File: src/rtl/pooling_bram_writer_pkg.sv
// pooling_bram_writer_pkg: shared widths, writer FSM states and bank one-hot codes
// for the 4-bank pooling buffer.
package pooling_bram_writer_pkg;

    localparam int BRAM_DATA_WIDTH  = 16;
    localparam int BRAM_ADDR_WIDTH  = 10;
    localparam int IMAGE_SIZE_WIDTH = 10;

    typedef enum logic [2:0] {
        S_IDLE,
        S_FILL,
        S_FLUSH,
        S_DONE,
        S_WAIT_RD
    } state_t;

    // Bank index follows {row parity, col parity}; the read controller relies on the same mapping.
    localparam logic [3:0] BANK1 = 4'b0001;
    localparam logic [3:0] BANK2 = 4'b0010;
    localparam logic [3:0] BANK3 = 4'b0100;
    localparam logic [3:0] BANK4 = 4'b1000;

endpackage

File: src/rtl/pooling_bram_writer_addr_gen.sv
// pooling_bram_addr_gen: raster row/col counters turned into a bank one-hot and
// a per-bank address, where each address holds one 2x2 window position.
module pooling_bram_addr_gen #(
    parameter int BRAM_ADDR_WIDTH  = 10,
    parameter int IMAGE_SIZE_WIDTH = 10
) (
    input  logic                        clk,
    input  logic                        reset,
    input  logic                        i_init,
    input  logic [IMAGE_SIZE_WIDTH-1:0] i_width,
    input  logic [IMAGE_SIZE_WIDTH-1:0] i_height,
    input  logic                        i_advance,
    output logic [3:0]                  o_bank,
    output logic [BRAM_ADDR_WIDTH-1:0]  o_addr,
    output logic                        o_last
);
    import pooling_bram_writer_pkg::*;

    logic [IMAGE_SIZE_WIDTH-1:0] r_width;
    logic [IMAGE_SIZE_WIDTH-1:0] r_height;
    logic [IMAGE_SIZE_WIDTH-1:0] r_col;
    logic [IMAGE_SIZE_WIDTH-1:0] r_row;
    logic [BRAM_ADDR_WIDTH-1:0]  r_row_base;
    logic [BRAM_ADDR_WIDTH-1:0]  r_row_pitch;
    logic [IMAGE_SIZE_WIDTH:0]   w_pitch_full;
    logic                        w_col_last;

    assign w_pitch_full = ({1'b0, i_width} + 1'b1) >> 1;
    assign w_col_last   = r_col == r_width - 1'b1;
    assign o_last       = w_col_last && (r_row == r_height - 1'b1);
    assign o_bank       = r_row[0] ? (r_col[0] ? BANK4 : BANK3) : (r_col[0] ? BANK2 : BANK1);
    assign o_addr       = r_row_base + BRAM_ADDR_WIDTH'(r_col >> 1);

    // An even/odd row pair shares one address range, so the base only moves after odd rows.
    always_ff @(posedge clk or posedge reset) begin
        if (reset) begin
            r_width     <= '0;
            r_height    <= '0;
            r_col       <= '0;
            r_row       <= '0;
            r_row_base  <= '0;
            r_row_pitch <= '0;
        end else if (i_init) begin
            r_width     <= i_width;
            r_height    <= i_height;
            r_col       <= '0;
            r_row       <= '0;
            r_row_base  <= '0;
            r_row_pitch <= BRAM_ADDR_WIDTH'(w_pitch_full);
        end else if (i_advance) begin
            if (w_col_last) begin
                r_col <= '0;
                r_row <= r_row + 1'b1;
                if (r_row[0])
                    r_row_base <= r_row_base + r_row_pitch;
            end else begin
                r_col <= r_col + 1'b1;
            end
        end
    end

endmodule

File: src/rtl/pooling_bram_writer.sv
// pooling_bram_writer: scatters a raster pixel stream over four BRAM banks by
// row/col parity, pulses frame_ready after the last write, then waits for the reader.
module pooling_bram_writer #(
    parameter int BRAM_DATA_WIDTH  = pooling_bram_writer_pkg::BRAM_DATA_WIDTH,
    parameter int BRAM_ADDR_WIDTH  = pooling_bram_writer_pkg::BRAM_ADDR_WIDTH,
    parameter int IMAGE_SIZE_WIDTH = pooling_bram_writer_pkg::IMAGE_SIZE_WIDTH
) (
    input  logic                        clk,
    input  logic                        reset,
    input  logic                        start,
    input  logic [IMAGE_SIZE_WIDTH-1:0] image_width,
    input  logic [IMAGE_SIZE_WIDTH-1:0] image_hight,
    input  logic [BRAM_DATA_WIDTH-1:0]  pixel_in,
    input  logic                        pixel_in_valid,
    output logic                        pixel_in_ready,
    input  logic                        reader_busy,
    output logic [3:0]                  bram_we,
    output logic [BRAM_ADDR_WIDTH-1:0]  bram_addr,
    output logic [BRAM_DATA_WIDTH-1:0]  bram_wdata,
    output logic                        frame_ready,
    output logic                        busy
);
    import pooling_bram_writer_pkg::*;

    state_t                     r_state;
    logic [3:0]                 r_we;
    logic [BRAM_ADDR_WIDTH-1:0] r_addr;
    logic [BRAM_DATA_WIDTH-1:0] r_wdata;
    logic                       r_frame_ready;
    logic [3:0]                 w_bank;
    logic [BRAM_ADDR_WIDTH-1:0] w_addr;
    logic                       w_last;
    logic                       w_accept;
    logic                       w_init;

    assign pixel_in_ready = r_state == S_FILL;
    assign busy           = r_state != S_IDLE;
    assign w_accept       = pixel_in_valid && pixel_in_ready;
    assign w_init         = start && (r_state == S_IDLE);
    assign bram_we        = r_we;
    assign bram_addr      = r_addr;
    assign bram_wdata     = r_wdata;
    assign frame_ready    = r_frame_ready;

    pooling_bram_addr_gen #(
        .BRAM_ADDR_WIDTH (BRAM_ADDR_WIDTH),
        .IMAGE_SIZE_WIDTH(IMAGE_SIZE_WIDTH)
    ) u_addr_gen (
        .clk      (clk),
        .reset    (reset),
        .i_init   (w_init),
        .i_width  (image_width),
        .i_height (image_hight),
        .i_advance(w_accept),
        .o_bank   (w_bank),
        .o_addr   (w_addr),
        .o_last   (w_last)
    );

    always_ff @(posedge clk or posedge reset) begin
        if (reset) begin
            r_state       <= S_IDLE;
            r_we          <= '0;
            r_addr        <= '0;
            r_wdata       <= '0;
            r_frame_ready <= 1'b0;
        end else begin
            r_we          <= w_accept ? w_bank : 4'b0000;
            r_frame_ready <= r_state == S_FLUSH;
            if (w_accept) begin
                r_addr  <= w_addr;
                r_wdata <= pixel_in;
            end
            case (r_state)
                S_IDLE:    if (start) r_state <= S_FILL;
                S_FILL:    if (w_accept && w_last) r_state <= S_FLUSH;
                S_FLUSH:   r_state <= S_DONE;
                S_DONE:    r_state <= S_WAIT_RD;
                S_WAIT_RD: if (!reader_busy) r_state <= S_IDLE;
                default:   r_state <= S_IDLE;
            endcase
        end
    end

endmodule
File: config.mk
export PLATFORM = sky130hd
export DESIGN_NAME = pooling_bram_writer
export DESIGN_NICKNAME = d
export VERILOG_FILES = /design/src/rtl/pooling_bram_writer_pkg.sv /design/src/rtl/pooling_bram_writer_addr_gen.sv /design/src/rtl/pooling_bram_writer.sv
export SDC_FILE = /design/constraint.sdc
export NUM_CORES = 1
export LEC_CHECK = 0
export ABC_AREA = 1
export CAP_MARGIN = 40
export CORE_MARGIN = 10
export CORE_UTILIZATION = 45
export DETAILED_ROUTE_END_ITERATION = 10
export GPL_ROUTABILITY_DRIVEN = 0
export PLACE_DENSITY = 0.77
export RECOVER_POWER = 50
export SYNTH_ARGS = -nofsm -noshare
export SYNTH_HDL_FRONTEND = slang
export SYNTH_HIERARCHICAL = 1
export SYNTH_SLANG_ARGS = --single-unit
File: constraint.sdc
create_clock -name clk -period 1.9 [get_ports clk]
set_input_delay 0.38 -clock clk [delete_from_list [all_inputs] [get_ports clk]]
set_output_delay 0.38 -clock clk [all_outputs]
set_load 0.01 [all_outputs]
==> results.toml <==
[placement]
hpwl_mm = 10.3
dpl_worst_slack_ps = -227
io_buffers = 73
placed_cell_area_um2 = 7020
dp_cells = 1025

[layout]
final_design_area_no_fill_um2 = 7740
nets = 938
mostFrequentLayoutCells = "nand2_1, dfrtp_1, clkdlybuf4s50_1"
area_delta_synth_final_pct = 34.1
final_common_cell = "nand2_1"
n_antenna_cell = 0
post-route-util = 0.616
fill_cells = 1070
stdcell_count = 1049
layout-drive-gt1-share = 0.195

[critical_path]
critPathMaxFanout = 10
worstPathRequired_ps = 2160
critPathMaxStageDelay_ps = 400
crit_family = "simple AND/OR/NAND/NOR gates"
path_class = "flop to flop"
path_common_cell = "nand2_1"
critPathBufInv = 3
arrival_ps = 2230
endpoint_kind = "flop"
worst_path_max_delay_cell = "dfrtp_1"
start_kind = "flop"
cp_cell_sequence = "buf_6 -> nor2_4 -> nand2_4 -> buf_6 -> inv_2 -> o21ai_1 -> nand2_1 -> nand2_1 -> nor2_2 -> nand3_4 -> nand2_8 -> nand2_4 -> nand2_1 -> o21ai_2"

[clock_tree]
clkTransAtPathRegs_ps = 70
cts_buffers = 9
htreeDepth = 3
cts_sinks = 94
cts_tree = "done"
cts_root_buffer = "clkbuf_16"
clk_path_buf_depth = 2
insertion_delay_ps = 360

[global_route]
grt_pass1_wl_mm = 23.0
grt_pass1_vias = 4856
antenna_found_initial = 0
grt_overflow_total = 0
grt_max_degree = 61
track_usage = 0.155

[drt]
drc = 0
vias = 5331
dr.pass1.iters = 5
first_iter_violations = 410
wl_mm = 14.6
wire_per_inst_um = 13.9
routed_via_density = 5.08
ant_nets = 0

[synthesis]
ys.flop_type = "dfrtp_1"
yosys_warnings = 6
ys_seq_area_frac = 0.408
netlist_area_um2 = 5770
synth_compound_area_frac = 0.0731
synth_mux_area_frac = 0.00347
syn_area_per_cell_um2 = 7.69
synthCells = 750
synth_edf_count = 0
synth_cell_types = 36
synth_fp_nets = 816
synth_xor_area_frac = 0.0759
yosys_register_bits = 94
synthAdderAreaFrac = 0.0568
synth_top_family_by_area = "simple AND/OR/NAND/NOR gates"
synthSimpleGateAreaFrac = 0.302
async_reset_ff_frac = 1.00

[run_status]
failed_checks = "setup timing"
status = "finished with violations"

[floorplan]
ios = 74
fp.dieW_um = 133
start_util = 0.459
core_area_um2 = 12600
die_h_um = 133
row_count = 41
die_area_um2 = 17800

[timing]
worstMarginPinSlew_ps = 1340
fin_ws_ps = -70.4
slew_headroom = 0.108
fmax_mhz = 508
hold_viol_final = 0
period_minus_slack_ps = 1970
finalSetupViolCount = 25
slew_violations = 0
finClkSkew_ps = 10.2
fin_tns_setup_ps = -645
rsz0062_at_grt = "yes"
holdWs_ps = 474
finalCritPeriodShare = 1.04

[pwr]
peakVddDrop_mv = 0.944
p_leak_nw = 3.74
p_per_area_nw_per_um2 = 1600
power.total_mw = 12.3

[flow_run]
drv_cap = 0

[min_path]
holdCritPathClass = "flop to flop"
## flip-flops by register name, summed over array words and instances (netlist names)
name / flops
u_addr_gen/r_row_pitch: 10
bram_wdata: 16
u_addr_gen/r_row: 10
u_addr_gen/r_height: 10
bram_we: 4
bram_addr: 10
u_addr_gen/r_col: 10
r_state: 3
u_addr_gen/r_row_base: 10
u_addr_gen/r_width: 10
frame_ready: 1
## cell families after synthesis
family | after synthesis
flops | 94
fa+ha+maj | 25
compound gates | 72
simple gates | 398
mux | 2
xor+xnor | 50
buf+inv | 109
## metal layers
metal  wire length [um]  global-route usage  vias to the layer above
li1                   -                   -                     2669
met1               6780               0.210                     2484
met2               6750               0.238                      160
met3                862              0.0432                       18
met4                237              0.0411                        0
met5                  0                   0                        -
## power breakdown
| part | switching (mW) | total [mW] | internal (mW) |
|---|---|---|---|
| Clock | 0.873 | 1.83 | 0.961 |
| Sequential | 0.780 | 3.59 | 2.81 |
| Combinational | 3.78 | 6.92 | 3.14 |
## cell usage after synthesis, types with 3 or more instances
| master | number | area, um^2 |
|---|---|---|
| a21o_1 | 3 | 22.5 |
| a21oi_1 | 16 | 80.1 |
| buf_2 | 10 | 50.1 |
| buf_6 | 6 | 67.6 |
| clkbuf_1 | 12 | 45.0 |
| dfrtp_1 | 94 | 2350 |
| ha_1 | 23 | 288 |
| inv_1 | 79 | 297 |
| nand2_1 | 213 | 800 |
| nand3_1 | 33 | 165 |
| nand3_2 | 3 | 30.0 |
| nand3b_1 | 4 | 30.0 |
| nand4_1 | 46 | 288 |
| nor2_1 | 82 | 308 |
| nor2_2 | 3 | 18.8 |
| o21ai_0 | 37 | 185 |
| o21ai_2 | 9 | 78.8 |
| or2_2 | 5 | 31.3 |
| xnor2_1 | 24 | 210 |
| xor2_1 | 26 | 228 |
## final timing paths
kind	startpoint	endpoint	slack, ps	depth (start not counted)
setup reg to reg	u_addr_gen/r_width[1]$_DFFE_PP0P_	u_addr_gen/r_row[4]$_DFFE_PP0P_	-70	14
max in group asynchronous	reset	u_addr_gen/r_col[5]$_DFFE_PP0P_	200	3
hold reg to reg	bram_addr[4]$_DFFE_PP0N_	bram_addr[4]$_DFFE_PP0N_	470	2
min in group asynchronous	reset	bram_we[1]$_DFF_PP0_	590	3
hold / removal	bram_addr[4]$_DFFE_PP0N_	bram_addr[4]$_DFFE_PP0N_	470	2
setup / recovery	u_addr_gen/r_width[1]$_DFFE_PP0P_	u_addr_gen/r_row[4]$_DFFE_PP0P_	-70	14
## what timing repair did
action,4_1_cts,5_1_grt
endpoints found under the setup margin,8,38
hold buffers,0,0
resized for setup,18,72
buffers inserted,2,2
pin swaps,7,34
cloned,0,4
## worst register-to-register path, delay by kind of cell, from the launching register on
kind	cells	cell delay, ps
buffers and inverters	3	280
DFF	1	400
and+or+nand+nor	9	1070
AOI/OAI and AO/OA	2	100
## layout make-up
class / instances / area (um^2) / area share
sequential: 94 / 2350 / 0.304
clock inverter: 6 / 58.8 / 0.00760
timing repair buffer: 136 / 1240 / 0.160
inverter: 81 / 314 / 0.0406
clock buffer: 10 / 239 / 0.0309
tap: 172 / 215 / 0.0278
multi-input combinational: 550 / 3320 / 0.428
(Power assumes the default switching activity.)
